## src/rtl/sa_pkg.sv

```systemverilog
// Shared encodings and defaults for the systolic-array processing elements.
package sa_pkg;

    localparam logic MODE_OS = 1'b0;
    localparam logic MODE_WS = 1'b1;

    localparam int SA_DATA_W = 8;
    localparam int SA_ACC_W  = 32;

    typedef enum logic {
        ST_ACC   = 1'b0,
        ST_DRAIN = 1'b1
    } state_t;

endpackage

```

## src/rtl/sa_pe_mm_if.sv

```systemverilog
// Operand, psum and control bundle of one PE; master drives the PE, slave is the PE.
interface sa_pe_mm_if
    import sa_pkg::*;
#(
    parameter int DATA_W = SA_DATA_W,
    parameter int ACC_W  = SA_ACC_W
);
    logic                     flush;
    logic                     mode;
    logic                     load_w;
    logic                     drain;
    logic signed [DATA_W-1:0] in_north;
    logic                     in_north_valid;
    logic signed [DATA_W-1:0] in_west;
    logic                     in_west_valid;
    logic signed [ACC_W-1:0]  in_psum;
    logic                     in_psum_valid;
    logic signed [DATA_W-1:0] out_south;
    logic                     out_south_valid;
    logic signed [DATA_W-1:0] out_east;
    logic                     out_east_valid;
    logic signed [ACC_W-1:0]  out_psum;
    logic                     out_psum_valid;
    logic signed [ACC_W-1:0]  result;
    logic                     sat_flag;

    modport master (
        output flush, mode, load_w, drain,
        output in_north, in_north_valid, in_west, in_west_valid, in_psum, in_psum_valid,
        input  out_south, out_south_valid, out_east, out_east_valid,
        input  out_psum, out_psum_valid, result, sat_flag
    );

    modport slave (
        input  flush, mode, load_w, drain,
        input  in_north, in_north_valid, in_west, in_west_valid, in_psum, in_psum_valid,
        output out_south, out_south_valid, out_east, out_east_valid,
        output out_psum, out_psum_valid, result, sat_flag
    );

endinterface

```

## src/rtl/sa_sat_add.sv

```systemverilog
// ACC_W-bit signed accumulate of a sign-extended product, clamped or wrapped.
module sa_sat_add #(
    parameter int ACC_W = 32,
    parameter bit SAT   = 1'b1
) (
    input  logic signed [ACC_W-1:0] a_i,
    input  logic signed [ACC_W:0]   b_i,
    output logic signed [ACC_W-1:0] sum_o,
    output logic                    sat_o
);

    localparam logic signed [ACC_W-1:0] ACC_MAX = {1'b0, {(ACC_W-1){1'b1}}};
    localparam logic signed [ACC_W-1:0] ACC_MIN = {1'b1, {(ACC_W-1){1'b0}}};

    function automatic logic signed [ACC_W-1:0] sat_clip(input logic signed [ACC_W:0] s);
        if (s[ACC_W] != s[ACC_W-1]) return s[ACC_W] ? ACC_MIN : ACC_MAX;
        return s[ACC_W-1:0];
    endfunction

    logic signed [ACC_W:0] full_d;
    logic                  ovf_d;

    assign full_d = (ACC_W+1)'(a_i) + b_i;
    // Top two bits disagree exactly when the true sum left the ACC_W range.
    assign ovf_d  = full_d[ACC_W] ^ full_d[ACC_W-1];

    always_comb begin
        sum_o = full_d[ACC_W-1:0];
        sat_o = 1'b0;
        if (SAT) begin
            sum_o = sat_clip(full_d);
            sat_o = ovf_d;
        end
    end

endmodule

```

## src/rtl/sa_pe_mm.sv

```systemverilog
// Systolic PE with output-stationary (local accumulate + drain chain) and weight-stationary dataflows.
module sa_pe_mm
    import sa_pkg::*;
#(
    parameter int DATA_W  = SA_DATA_W,
    parameter int ACC_W   = SA_ACC_W,
    parameter bit SAT     = 1'b1,
    parameter int ROW_IDX = 0
) (
    input logic         clk,
    input logic         rst_n,
    sa_pe_mm_if.slave   pe
);

    localparam int CNT_W = $clog2(ROW_IDX + 2);

    state_t                   state_q;
    logic                     mode_q;
    logic [CNT_W-1:0]         cnt_q;
    logic signed [DATA_W-1:0] w_q;
    logic signed [ACC_W-1:0]  acc_q;
    logic signed [ACC_W-1:0]  psum_q;
    logic                     psum_vld_q;
    logic signed [DATA_W-1:0] south_q, east_q;
    logic                     south_vld_q, east_vld_q;
    logic                     sat_q;

    logic                       is_ws, mac_en;
    logic signed [DATA_W-1:0]   mul_a;
    logic signed [2*DATA_W-1:0] prod;
    logic signed [ACC_W:0]      prod_ext;
    logic signed [ACC_W-1:0]    add_a;
    logic signed [ACC_W-1:0]    sum_d;
    logic                       sat_d;

    // One adder serves both dataflows: OS adds into acc, WS adds onto the incoming psum.
    assign is_ws    = (mode_q == MODE_WS);
    assign mac_en   = is_ws ? pe.in_west_valid : (pe.in_north_valid & pe.in_west_valid);
    assign mul_a    = is_ws ? w_q : pe.in_north;
    assign prod     = (2*DATA_W)'(mul_a) * (2*DATA_W)'(pe.in_west);
    assign prod_ext = mac_en ? (ACC_W+1)'(prod) : '0;
    assign add_a    = is_ws ? pe.in_psum : acc_q;

    sa_sat_add #(.ACC_W(ACC_W), .SAT(SAT)) u_add (
        .a_i   (add_a),
        .b_i   (prod_ext),
        .sum_o (sum_d),
        .sat_o (sat_d)
    );

    always_ff @(posedge clk or negedge rst_n) begin
        if (!rst_n) begin
            state_q     <= ST_ACC;
            mode_q      <= MODE_OS;
            cnt_q       <= '0;
            w_q         <= '0;
            acc_q       <= '0;
            psum_q      <= '0;
            psum_vld_q  <= 1'b0;
            south_q     <= '0;
            south_vld_q <= 1'b0;
            east_q      <= '0;
            east_vld_q  <= 1'b0;
            sat_q       <= 1'b0;
        end else if (pe.flush) begin
            state_q     <= ST_ACC;
            mode_q      <= pe.mode;
            cnt_q       <= '0;
            w_q         <= '0;
            acc_q       <= '0;
            psum_q      <= '0;
            psum_vld_q  <= 1'b0;
            south_q     <= '0;
            south_vld_q <= 1'b0;
            east_q      <= '0;
            east_vld_q  <= 1'b0;
            sat_q       <= 1'b0;
        end else begin
            south_q     <= pe.in_north;
            south_vld_q <= pe.in_north_valid;
            east_q      <= pe.in_west;
            east_vld_q  <= pe.in_west_valid;
            sat_q       <= sat_q | sat_d;
            if (is_ws) begin
                // The MAC this cycle still sees the old weight.
                if (pe.load_w && pe.in_north_valid) w_q <= pe.in_north;
                psum_vld_q <= pe.in_west_valid;
                if (pe.in_west_valid) psum_q <= sum_d;
            end else begin
                case (state_q)
                    ST_ACC: begin
                        if (pe.drain) begin
                            psum_q     <= sum_d;
                            psum_vld_q <= 1'b1;
                            acc_q      <= '0;
                            cnt_q      <= '0;
                            if (ROW_IDX > 0) state_q <= ST_DRAIN;
                        end else begin
                            psum_vld_q <= 1'b0;
                            if (mac_en) acc_q <= sum_d;
                        end
                    end
                    ST_DRAIN: begin
                        // Forward the results of the PEs above; new MACs start the next tile.
                        psum_q     <= pe.in_psum;
                        psum_vld_q <= pe.in_psum_valid;
                        if (mac_en) acc_q <= sum_d;
                        if (pe.in_psum_valid) begin
                            cnt_q <= cnt_q + CNT_W'(1);
                            if (cnt_q + CNT_W'(1) == CNT_W'(ROW_IDX)) state_q <= ST_ACC;
                        end
                    end
                    default: state_q <= ST_ACC;
                endcase
            end
        end
    end

    assign pe.out_south       = south_q;
    assign pe.out_south_valid = south_vld_q;
    assign pe.out_east        = east_q;
    assign pe.out_east_valid  = east_vld_q;
    assign pe.out_psum        = psum_q;
    assign pe.out_psum_valid  = psum_vld_q;
    assign pe.result          = acc_q;
    assign pe.sat_flag        = sat_q;

endmodule

```

## src/flat_wrapper.sv

```systemverilog
// flat-port wrapper written by rule: the top's interface ports become plain ports
module sa_pe_mm_flat import sa_pkg::*;
#(
    parameter int DATA_W  = SA_DATA_W,
    parameter int ACC_W   = SA_ACC_W,
    parameter bit SAT     = 1'b1,
    parameter int ROW_IDX = 0
)
  (clk, rst_n, pe_flush, pe_mode, pe_load_w, pe_drain, pe_in_north, pe_in_north_valid, pe_in_west, pe_in_west_valid, pe_in_psum, pe_in_psum_valid, pe_out_south, pe_out_south_valid, pe_out_east, pe_out_east_valid, pe_out_psum, pe_out_psum_valid, pe_result, pe_sat_flag);
  sa_pe_mm_if #(.DATA_W(DATA_W), .ACC_W(ACC_W)) pe_i ();
  input logic clk;
  input logic rst_n;
  input wire logic [$bits(pe_i.flush)-1:0] pe_flush;
  input wire logic [$bits(pe_i.mode)-1:0] pe_mode;
  input wire logic [$bits(pe_i.load_w)-1:0] pe_load_w;
  input wire logic [$bits(pe_i.drain)-1:0] pe_drain;
  input wire logic [$bits(pe_i.in_north)-1:0] pe_in_north;
  input wire logic [$bits(pe_i.in_north_valid)-1:0] pe_in_north_valid;
  input wire logic [$bits(pe_i.in_west)-1:0] pe_in_west;
  input wire logic [$bits(pe_i.in_west_valid)-1:0] pe_in_west_valid;
  input wire logic [$bits(pe_i.in_psum)-1:0] pe_in_psum;
  input wire logic [$bits(pe_i.in_psum_valid)-1:0] pe_in_psum_valid;
  output wire logic [$bits(pe_i.out_south)-1:0] pe_out_south;
  output wire logic [$bits(pe_i.out_south_valid)-1:0] pe_out_south_valid;
  output wire logic [$bits(pe_i.out_east)-1:0] pe_out_east;
  output wire logic [$bits(pe_i.out_east_valid)-1:0] pe_out_east_valid;
  output wire logic [$bits(pe_i.out_psum)-1:0] pe_out_psum;
  output wire logic [$bits(pe_i.out_psum_valid)-1:0] pe_out_psum_valid;
  output wire logic [$bits(pe_i.result)-1:0] pe_result;
  output wire logic [$bits(pe_i.sat_flag)-1:0] pe_sat_flag;
  assign pe_i.flush = pe_flush;
  assign pe_i.mode = pe_mode;
  assign pe_i.load_w = pe_load_w;
  assign pe_i.drain = pe_drain;
  assign pe_i.in_north = pe_in_north;
  assign pe_i.in_north_valid = pe_in_north_valid;
  assign pe_i.in_west = pe_in_west;
  assign pe_i.in_west_valid = pe_in_west_valid;
  assign pe_i.in_psum = pe_in_psum;
  assign pe_i.in_psum_valid = pe_in_psum_valid;
  assign pe_out_south = pe_i.out_south;
  assign pe_out_south_valid = pe_i.out_south_valid;
  assign pe_out_east = pe_i.out_east;
  assign pe_out_east_valid = pe_i.out_east_valid;
  assign pe_out_psum = pe_i.out_psum;
  assign pe_out_psum_valid = pe_i.out_psum_valid;
  assign pe_result = pe_i.result;
  assign pe_sat_flag = pe_i.sat_flag;
  sa_pe_mm #(.DATA_W(DATA_W), .ACC_W(ACC_W), .SAT(SAT), .ROW_IDX(ROW_IDX)) u_core (.clk(clk), .rst_n(rst_n), .pe(pe_i));
endmodule
```

## config.mk

```make
export PLATFORM = sky130hd
export DESIGN_NAME = sa_pe_mm_flat
export DESIGN_NICKNAME = d
export VERILOG_FILES = /design/src/rtl/sa_pkg.sv /design/src/rtl/sa_pe_mm_if.sv /design/src/rtl/sa_sat_add.sv /design/src/rtl/sa_pe_mm.sv /design/src/flat_wrapper.sv
export SDC_FILE = /design/constraint.sdc
export NUM_CORES = 1
export LEC_CHECK = 0
export BUFFER_PORTS_ARGS = -buffer_cell sky130_fd_sc_hd__buf_4
export CORE_MARGIN = 2
export CORE_UTILIZATION = 59
export DETAILED_ROUTE_END_ITERATION = 10
export HOLD_SLACK_MARGIN = 0.02
export PLACE_DENSITY = 0.93
export SETUP_SLACK_MARGIN = 0.5
export SYNTH_ARGS = -nofsm -noshare
export SYNTH_HDL_FRONTEND = slang
export SYNTH_SLANG_ARGS = --single-unit
```

## constraint.sdc

```tcl
create_clock -name clk -period 11.6 [get_ports clk]
set_input_delay 0.58 -clock clk [delete_from_list [all_inputs] [get_ports clk]]
set_output_delay 0.58 -clock clk [all_outputs]
set_load 0.05 [all_outputs]
```

==> results of run 1 <==
[power by group through the flow]
stage               registers [mW]  logic [mW]  clock network (mW)
floorplan                    0.654        1.42                   0
global placement             0.450        2.01                   0
detailed placement           0.450        2.06                   0
CTS                          0.445        2.07               0.293
global route                 0.451        2.28               0.307
finish                       0.447        2.13               0.296
[placed cells by master, fill, tap and decap left out, types with 4 or more instances in the layout]
cell type / instances
a22o_1: 14
a21o_1: 16
nand4_1: 6
o211ai_1: 14
nand3b_1: 6
nand2b_1: 20
o21ai_1: 8
maj3_2: 6
and2_1: 17
xor2_1: 12
fa_1: 56
mux2_2: 35
nor2_1: 60
a211oi_1: 7
nor3_1: 6
nor2b_1: 60
clkbuf_16: 9
or2_2: 4
maj3_1: 7
mux2i_1: 18
o21a_1: 8
and3_1: 10
nand2_1: 71
inv_1: 90
o21ai_0: 53
o21bai_1: 7
dfrtp_1: 94
o31ai_1: 4
buf_4: 148
xnor2_1: 31
a21oi_1: 71
ha_1: 61
nand3_1: 18
a31oi_1: 13
[worst max-delay path: cells and delay by family, from the launching register on]
family                   cells  cell delay [ns]
adder cells (fa/ha/maj)      6             2.82
AND/OR/NAND/NOR              7             1.87
AO/OA/AOI/OAI                8             1.68
buffers and inverters        7             1.09
XOR/XNOR                     2             0.79
multiplexers                 1             0.57
flip-flops                   1             0.34
[path summary, 6_finish.rpt]
path                                           start                endpoint  depth (start not counted)
worst max-delay path                    u_core.is_ws  u_core.pe.out_psum[23]                         31
worst min-delay path                           rst_n  u_core.pe.out_psum[14]                          1
worst max register to register          u_core.is_ws  u_core.pe.out_psum[23]                         31
worst min register to register  u_core.pe.result[29]    u_core.pe.result[29]                          2
max in group asynchronous                      rst_n            u_core.is_ws                          2
min in group clk                      pe_in_psum[25]  u_core.pe.out_psum[25]                          3
[stage by stage]
step	utilization [%]	hold WS (ns)
after CTS	69.2	0.216
after detailed placement	67.3	0.509
after global placement	67.3	0.498
after floorplan	-	0.284
final	69.2	0.198
after global routing	69.2	0.239
[cells by family (layout without fill, tap and decap cells)]
kind of cell,after synthesis,count (layout)
AND/OR/NAND/NOR,295,295
multiplexers,53,53
XOR/XNOR,45,45
AO/OA/AOI/OAI,252,252
flip-flops,95,95
adder cells (fa/ha/maj),130,130
buffers and inverters,135,254
[sequential cells by signal, indices dropped and copies added, names as in the netlist]
signal	flops
u_core.pe.out_south_valid	1
u_core.pe.sat_flag	1
u_core.pe.out_psum_valid	1
u_core.state_q	1
u_core.cnt_q	1
u_core.is_ws	1
u_core.pe.out_south	8
u_core.pe.out_psum	32
u_core.pe.result	32
u_core.pe.out_east	8
u_core.pe.out_east_valid	1
u_core.w_q	8
[layer usage]
metal	vias up	share of wire (%)	track usage [%]
met4	0	3.8	11.1
met3	95	12	9.69
li1	3693	-	-
met5	-	0	0
met2	529	45	49.4
met1	3951	39	43.2
[final cells by class]
| cell class | count | area share [%] |
|---|---|---|
| Clock buffer | 10 | 2.18 |
| Clock inverter | 6 | 0.559 |
| Inverter | 90 | 3.21 |
| Multi-Input combinational cell | 775 | 58.6 |
| Sequential cell | 95 | 22.6 |
| Tap cell | 188 | 2.24 |
| Timing Repair Buffer | 148 | 10.6 |
==> metrics.yaml, run 1 <==
detailed_routing:
  drt_wl_total_mm: 26.2
  first_iter_violations: 973
  postRouteAntennaNets: 0
  first_pass_iters: 8
  via_count: 8268
  wl_per_cell_um: 19.9
  via_per_inst: 6.30
  drcViolationCount: 0
clocking:
  cts_tree: "done"
  clock_path_buffers: 2
  cts-root-buf: "clkbuf_16"
  cts_sinks: 95
  ctsHoldBuffers: 0
  htree_num_levels: 3
  numCtsBuffers: 9
  cts_resized: 0
  clk-insertion-delay-late_ns: 0.36
  clkTransAtPathRegs_ns: 0.08
  cts_setup_buffers: 0
sta:
  fin_ws_ns: 2.32
  slew_headroom_pct: 24.4
  drv_slew: 0
  fmax_ghz: 0.108
  finalHoldViolations: 0
  finalCritPeriodShare_pct: 80.0
  skew_ns: 0.00937
  rsz0062_at_grt: "no"
  setup_tns_ns: 0
  fin_crit_ns: 9.28
  tightest_slew_ns: 1.13
  finalSetupViolCount: 0
synth:
  synthAdderAreaFrac_pct: 22.1
  synthFlopType: "dfrtp_1"
  synth_cells: 1005
  yosys-top-cells-area: "dfrtp_1 (26%), fa_1 (12%), ha_1 (8.3%)"
  yosys.area.top_type: "dfrtp_1"
  synth_warnings: 0
  yosysSeqAreaShare_pct: 26.0
  synth_xor_xnor_area_share_pct: 4.59
  synth_edf_count: 0
  netlist_area_um2: 9150
  synth_mux_area_share_pct: 6.28
  yosys-top-cells-count: "dfrtp_1 (95), inv_1 (90), a21oi_1 (71), nand2_1 (71)"
  synth_top_family_by_area: "adder cells"
  synthSimpleGateAreaFrac_pct: 16.6
  yosysMostFrequentCell: "dfrtp_1"
  syn_nets: 1179
  synth_top_area_share_pct: 26.0
  synth_cell_types: 78
  async_flop_share_pct: 100
  synth_compound_area_share_pct: 17.7
  synth-seq-cells: 95
  avgSynthCellArea_um2: 9.11
power_and_ir_drop:
  pwr-share-comb_pct: 74.1
  clkPwrFrac_pct: 10.3
  p_seq_share_pct: 15.6
  power.leakage_nw: 5.20
  power_mw: 2.87
  pwr_density_cell_nw_per_um2: 273
  p_sw_mw: 1.54
  switching_share_pct: 53.8
  vdd_drop_max_uv: 165
  p_int_mw: 1.33
die:
  num_rows: 45
  fp.dieH_um: 129
  die-area_um2: 16500
  fp.dieW_um: 129
  start_util_pct: 60.2
  placeableCoreArea_um2: 15200
  pin_count: 141
cells_and_area:
  multi_input_area_um2: 6170
  final_cells: 1312
  synthToLayoutAreaGrowth_pct: 14.9
  fin_area_um2: 10500
  nNetsFinal: 1293
  layout-drive-gt1-share_pct: 20.6
  fillCellCount: 1123
  seqCellArea_um2: 2380
  n_antenna_cell: 0
critical_path:
  required_ns: 11.85
  cpPeakStageDelay_ns: 0.75
  critPathCaptureType: "flop"
  criticalPathCategory: "flop to flop"
  critPathLaunchType: "flop"
  worst-path-max-fanout: 53
  rrSetupSlack_ns: 2.32
  cp.arrival_ns: 9.54
  path_common_cell: "inv_1"
  slowest_stage: "and2_1"
global_routing:
  grt_pass1_wl_mm: 41.1
  grt_antenna_before_repair: 0
  grt-ovfl-total: 0
  grtUsageTotal_pct: 32.0
  first_global_vias: 7828
  grt_max_degree: 57
placement:
  dpl.cell_count: 1296
  post-place-ws_ns: 2.52
  port_buffers: 140
  place_area_um2: 10200
  dp_hpwl_mm: 19.9
  place.gp.congestion: 0.989
flow_run:
  cap_violations: 0
hold_path:
  hold_path.class: "input pin to async pin"
outcome:
  status: "completed"
Note: power is estimated with default switching activity, not from simulation.
==> inputs of run 2 (changes only) <==
--- a/config.mk
+++ b/config.mk
@@ -5,12 +5,13 @@
 export SDC_FILE = /design/constraint.sdc
 export NUM_CORES = 1
 export LEC_CHECK = 0
+export ABC_AREA = 1
 export BUFFER_PORTS_ARGS = -buffer_cell sky130_fd_sc_hd__buf_4
 export CORE_MARGIN = 2
-export CORE_UTILIZATION = 59
+export CORE_UTILIZATION = 54
 export DETAILED_ROUTE_END_ITERATION = 10
 export HOLD_SLACK_MARGIN = 0.02
-export PLACE_DENSITY = 0.93
+export PLACE_DENSITY = 0.9
 export SETUP_SLACK_MARGIN = 0.5
 export SYNTH_ARGS = -nofsm -noshare
 export SYNTH_HDL_FRONTEND = slang
==> constraint.sdc (replaced) <==
create_clock -name clk -period 8.5 [get_ports clk]
set_input_delay 0.425 -clock clk [delete_from_list [all_inputs] [get_ports clk]]
set_output_delay 0.425 -clock clk [all_outputs]
set_load 0.05 [all_outputs]
==> metrics.yaml, run 2 <==
outcome:
  status: "completed"
die:
  fp.dieH_um: 138  # +7.2%
  pin_count: 141  # unchanged
  num_rows: 48  # +6.7%
  placeableCoreArea_um2: 17400  # +15%
  fp.dieW_um: 138  # +7.2%
  die-area_um2: 19000  # +15%
  start_util_pct: 55.5  # -4.7 points
cells_and_area:
  multi_input_area_um2: 6190  # +0.39%
  nNetsFinal: 1667  # +29%
  fillCellCount: 1428  # +27%
  post-route-util_pct: 64.1  # -5.1 points
  seqCellArea_um2: 2380  # unchanged
  final_common_cell: "nand2_1"
  synthToLayoutAreaGrowth_pct: 15.6
  final_cell_mix: "nand2_1 (328), inv_1 (217), nor2_1 (161)"
  layout-drive-gt1-share_pct: 16.2  # -4.5 points
  n_antenna_cell: 0  # unchanged
sta:
  slew_headroom_pct: 22.2  # -2.2 points
  fmax_ghz: 0.136  # +26%
  setup_tns_ns: 0  # unchanged
  finalSetupViolCount: 0  # unchanged
  finalHoldViolations: 0  # unchanged
  skew_ns: 0.00987  # +0.000507 ns
  fin_crit_ns: 7.38  # -1.90 ns
  finalCritPeriodShare_pct: 86.8  # +6.8 points
  rsz0062_at_grt: "no"
  tightest_slew_ns: 1.16  # +0.0260 ns
  drv_slew: 0  # unchanged
critical_path:
  cpPeakStageDelay_ns: 0.53  # -0.22 ns
  rrSetupSlack_ns: 1.12  # -1.20 ns
  slowest_stage: "dfrtp_2"
  worst-path-max-fanout: 66  # +25%
  startpoint: "u_core.is_ws"
  criticalPathCategory: "flop to flop"
  reg2reg_depth: 35  # +13%
  required_ns: 8.73  # -3.12 ns
  rr_startpoint: "u_core.is_ws"
  path_common_cell: "nand2_1"
  r2r_end: "u_core.pe.sat_flag"
  critPathCaptureType: "flop"
  cp.arrival_ns: 7.61  # -1.93 ns
  critPathLaunchType: "flop"
  crit_path_end: "u_core.pe.sat_flag"
synth:
  synthFlopType: "dfrtp_1"
  synth_cell_types: 50  # -36%
  async_flop_share_pct: 100  # unchanged
  synth_top_area_share_pct: 24.6  # -1.4 points
  avgSynthCellArea_um2: 7.03  # -23%
  synth_cells: 1375  # +37%
  yosys.area.top_type: "dfrtp_1"
  yosysSeqAreaShare_pct: 24.6  # -1.4 points
  yosys-top-cells-area: "dfrtp_1 (25%), nand2_1 (13%), fa_1 (12%)"
  synth_edf_count: 0  # unchanged
  synth-seq-cells: 95  # unchanged
  netlist_area_um2: 9660  # +5.6%
  yosys-top-cells-count: "nand2_1 (328), inv_1 (217), nor2_1 (161)"
  syn_nets: 1549  # +31%
  synth_warnings: 0  # unchanged
  yosysMostFrequentCell: "nand2_1"
global_routing:
  grt_pass1_wl_mm: 46.3  # +13%
  grt_antenna_before_repair: 0  # unchanged
  grt-ovfl-total: 0  # unchanged
  grtUsageTotal_pct: 31.1  # -0.87 points
  grt_max_degree: 67  # +18%
  first_global_vias: 9373  # +20%
detailed_routing:
  via_count: 9906  # +20%
  drcViolationCount: 0  # unchanged
  via_per_inst: 5.75  # -8.8%
  first_iter_violations: 1223  # +26%
  drt_wl_total_mm: 29.2  # +11%
  wl_per_cell_um: 16.9  # -15%
  postRouteAntennaNets: 0  # unchanged
  first_pass_iters: 7  # -1
placement:
  port_buffers: 140  # unchanged
  dp_hpwl_mm: 22.5  # +13%
  place.gp.congestion: 0.958  # -3.2%
clocking:
  cts-root-buf: "clkbuf_16"
  clock_path_buffers: 2  # unchanged
  cts_sinks: 95  # unchanged
  htree_num_levels: 3  # unchanged
  clk-insertion-delay-late_ns: 0.35  # about the same
  clkTransAtPathRegs_ns: 0.07  # about the same
  ctsHoldBuffers: 0  # unchanged
  cts_tree: "done"
  numCtsBuffers: 9  # unchanged
hold_path:
  hold_path.class: "input pin to async pin"
flow_run:
  cap_violations: 0  # unchanged
-- run 2: changes by cell type after synthesis, sizes merged, moves of 17 or more --
| cell | previous run | this run |
|---|---|---|
| nand2 | 72 | 362 |
| inv | 90 | 228 |
| nor2 | 63 | 164 |
| nor2b | 61 | 0 |
| o21ai | 63 | 122 |
| mux2 | 35 | 0 |
| a21oi | 73 | 102 |
| nand2b | 20 | 0 |
| mux2i | 18 | 0 |
| o22ai | 3 | 21 |
| a21o | 18 | 1 |
-- run 2: layout make-up --
cell class / count / area share [%]
clock buffer: 11 / 2.08
multi-input combinational: 1003 / 55.4
clock inverter: 5 / 0.571
tap: 225 / 2.52
timing repair buffer: 152 / 10.3
inverter: 232 / 7.82
sequential: 95 / 21.3
-- run 2: worst min-delay path by stage --
stage                                       end  depth (start not counted)  slack (ns)
final                     u_core.pe.out_east[5]                          1        0.08
after global routing      u_core.pe.out_east[6]                          1        0.13
after CTS                 u_core.pe.out_east[5]                          1        0.09
after detailed placement  u_core.pe.out_east[5]                          1        0.46
after global placement    u_core.pe.out_east[5]                          1        0.45
after floorplan                    u_core.cnt_q                          0        0.13
-- run 2: per-stage QoR --
| stage | worst slack (ns) | cells | hold WS [ns] | cell area (um2) |
|---|---|---|---|---|
| after global routing | 0.561 | 1723 | 0.131 | 11200 |
| after floorplan | 1.48 | 1375 | 0.129 | 9660 |
| after CTS | 0.993 | 1723 | 0.0939 | 11200 |
| final | 1.12 | 1723 | 0.0761 | 11200 |
| after global placement | 1.21 | 1707 | 0.448 | 10900 |
| after detailed placement | 1.05 | 1707 | 0.459 | 10900 |
-- run 2: cell families after synthesis --
kind of cell | count (synthesis) | synth area share [%]
flip-flops | 95 | 24.6
adder cells (fa/ha/maj) | 117 | 19.5
XOR/XNOR | 30 | 2.72
buffers and inverters | 277 | 11.4
AO/OA/AOI/OAI | 284 | 16.7
AND/OR/NAND/NOR | 572 | 25.0
-- run 2: per-layer routing --
| metal | track usage [%] | up-vias | share of wire (%) |
|---|---|---|---|
| met3 | 5.41 | 102 | 11 |
| met2 | 49.9 | 650 | 46 |
| met5 | 0 | - | 0 |
| met4 | 10.8 | 0 | 2.9 |
| li1 | - | 4553 | - |
| met1 | 42.6 | 4601 | 40 |
-- run 2: repair_timing --
| item | CTS | global route |
|---|---|---|
| gates resized for setup | 0 | 4 |
| setup endpoints to repair | 0 | 33 |
| buffers inserted | 0 | 0 |
-- run 2: critical path, delay by kind of cell (launching register included) --
kind                     cells  cell delay [ns]
AO/OA/AOI/OAI                7             1.54
flip-flops                   1             0.53
buffers and inverters        6             1.02
AND/OR/NAND/NOR             15             1.46
adder cells (fa/ha/maj)      6             2.48
XOR/XNOR                     1             0.20
Power of run 2 is left out: the tool's default activity adds up to more than one toggle a clock period on the data nets, which glitch-free logic cannot reach.
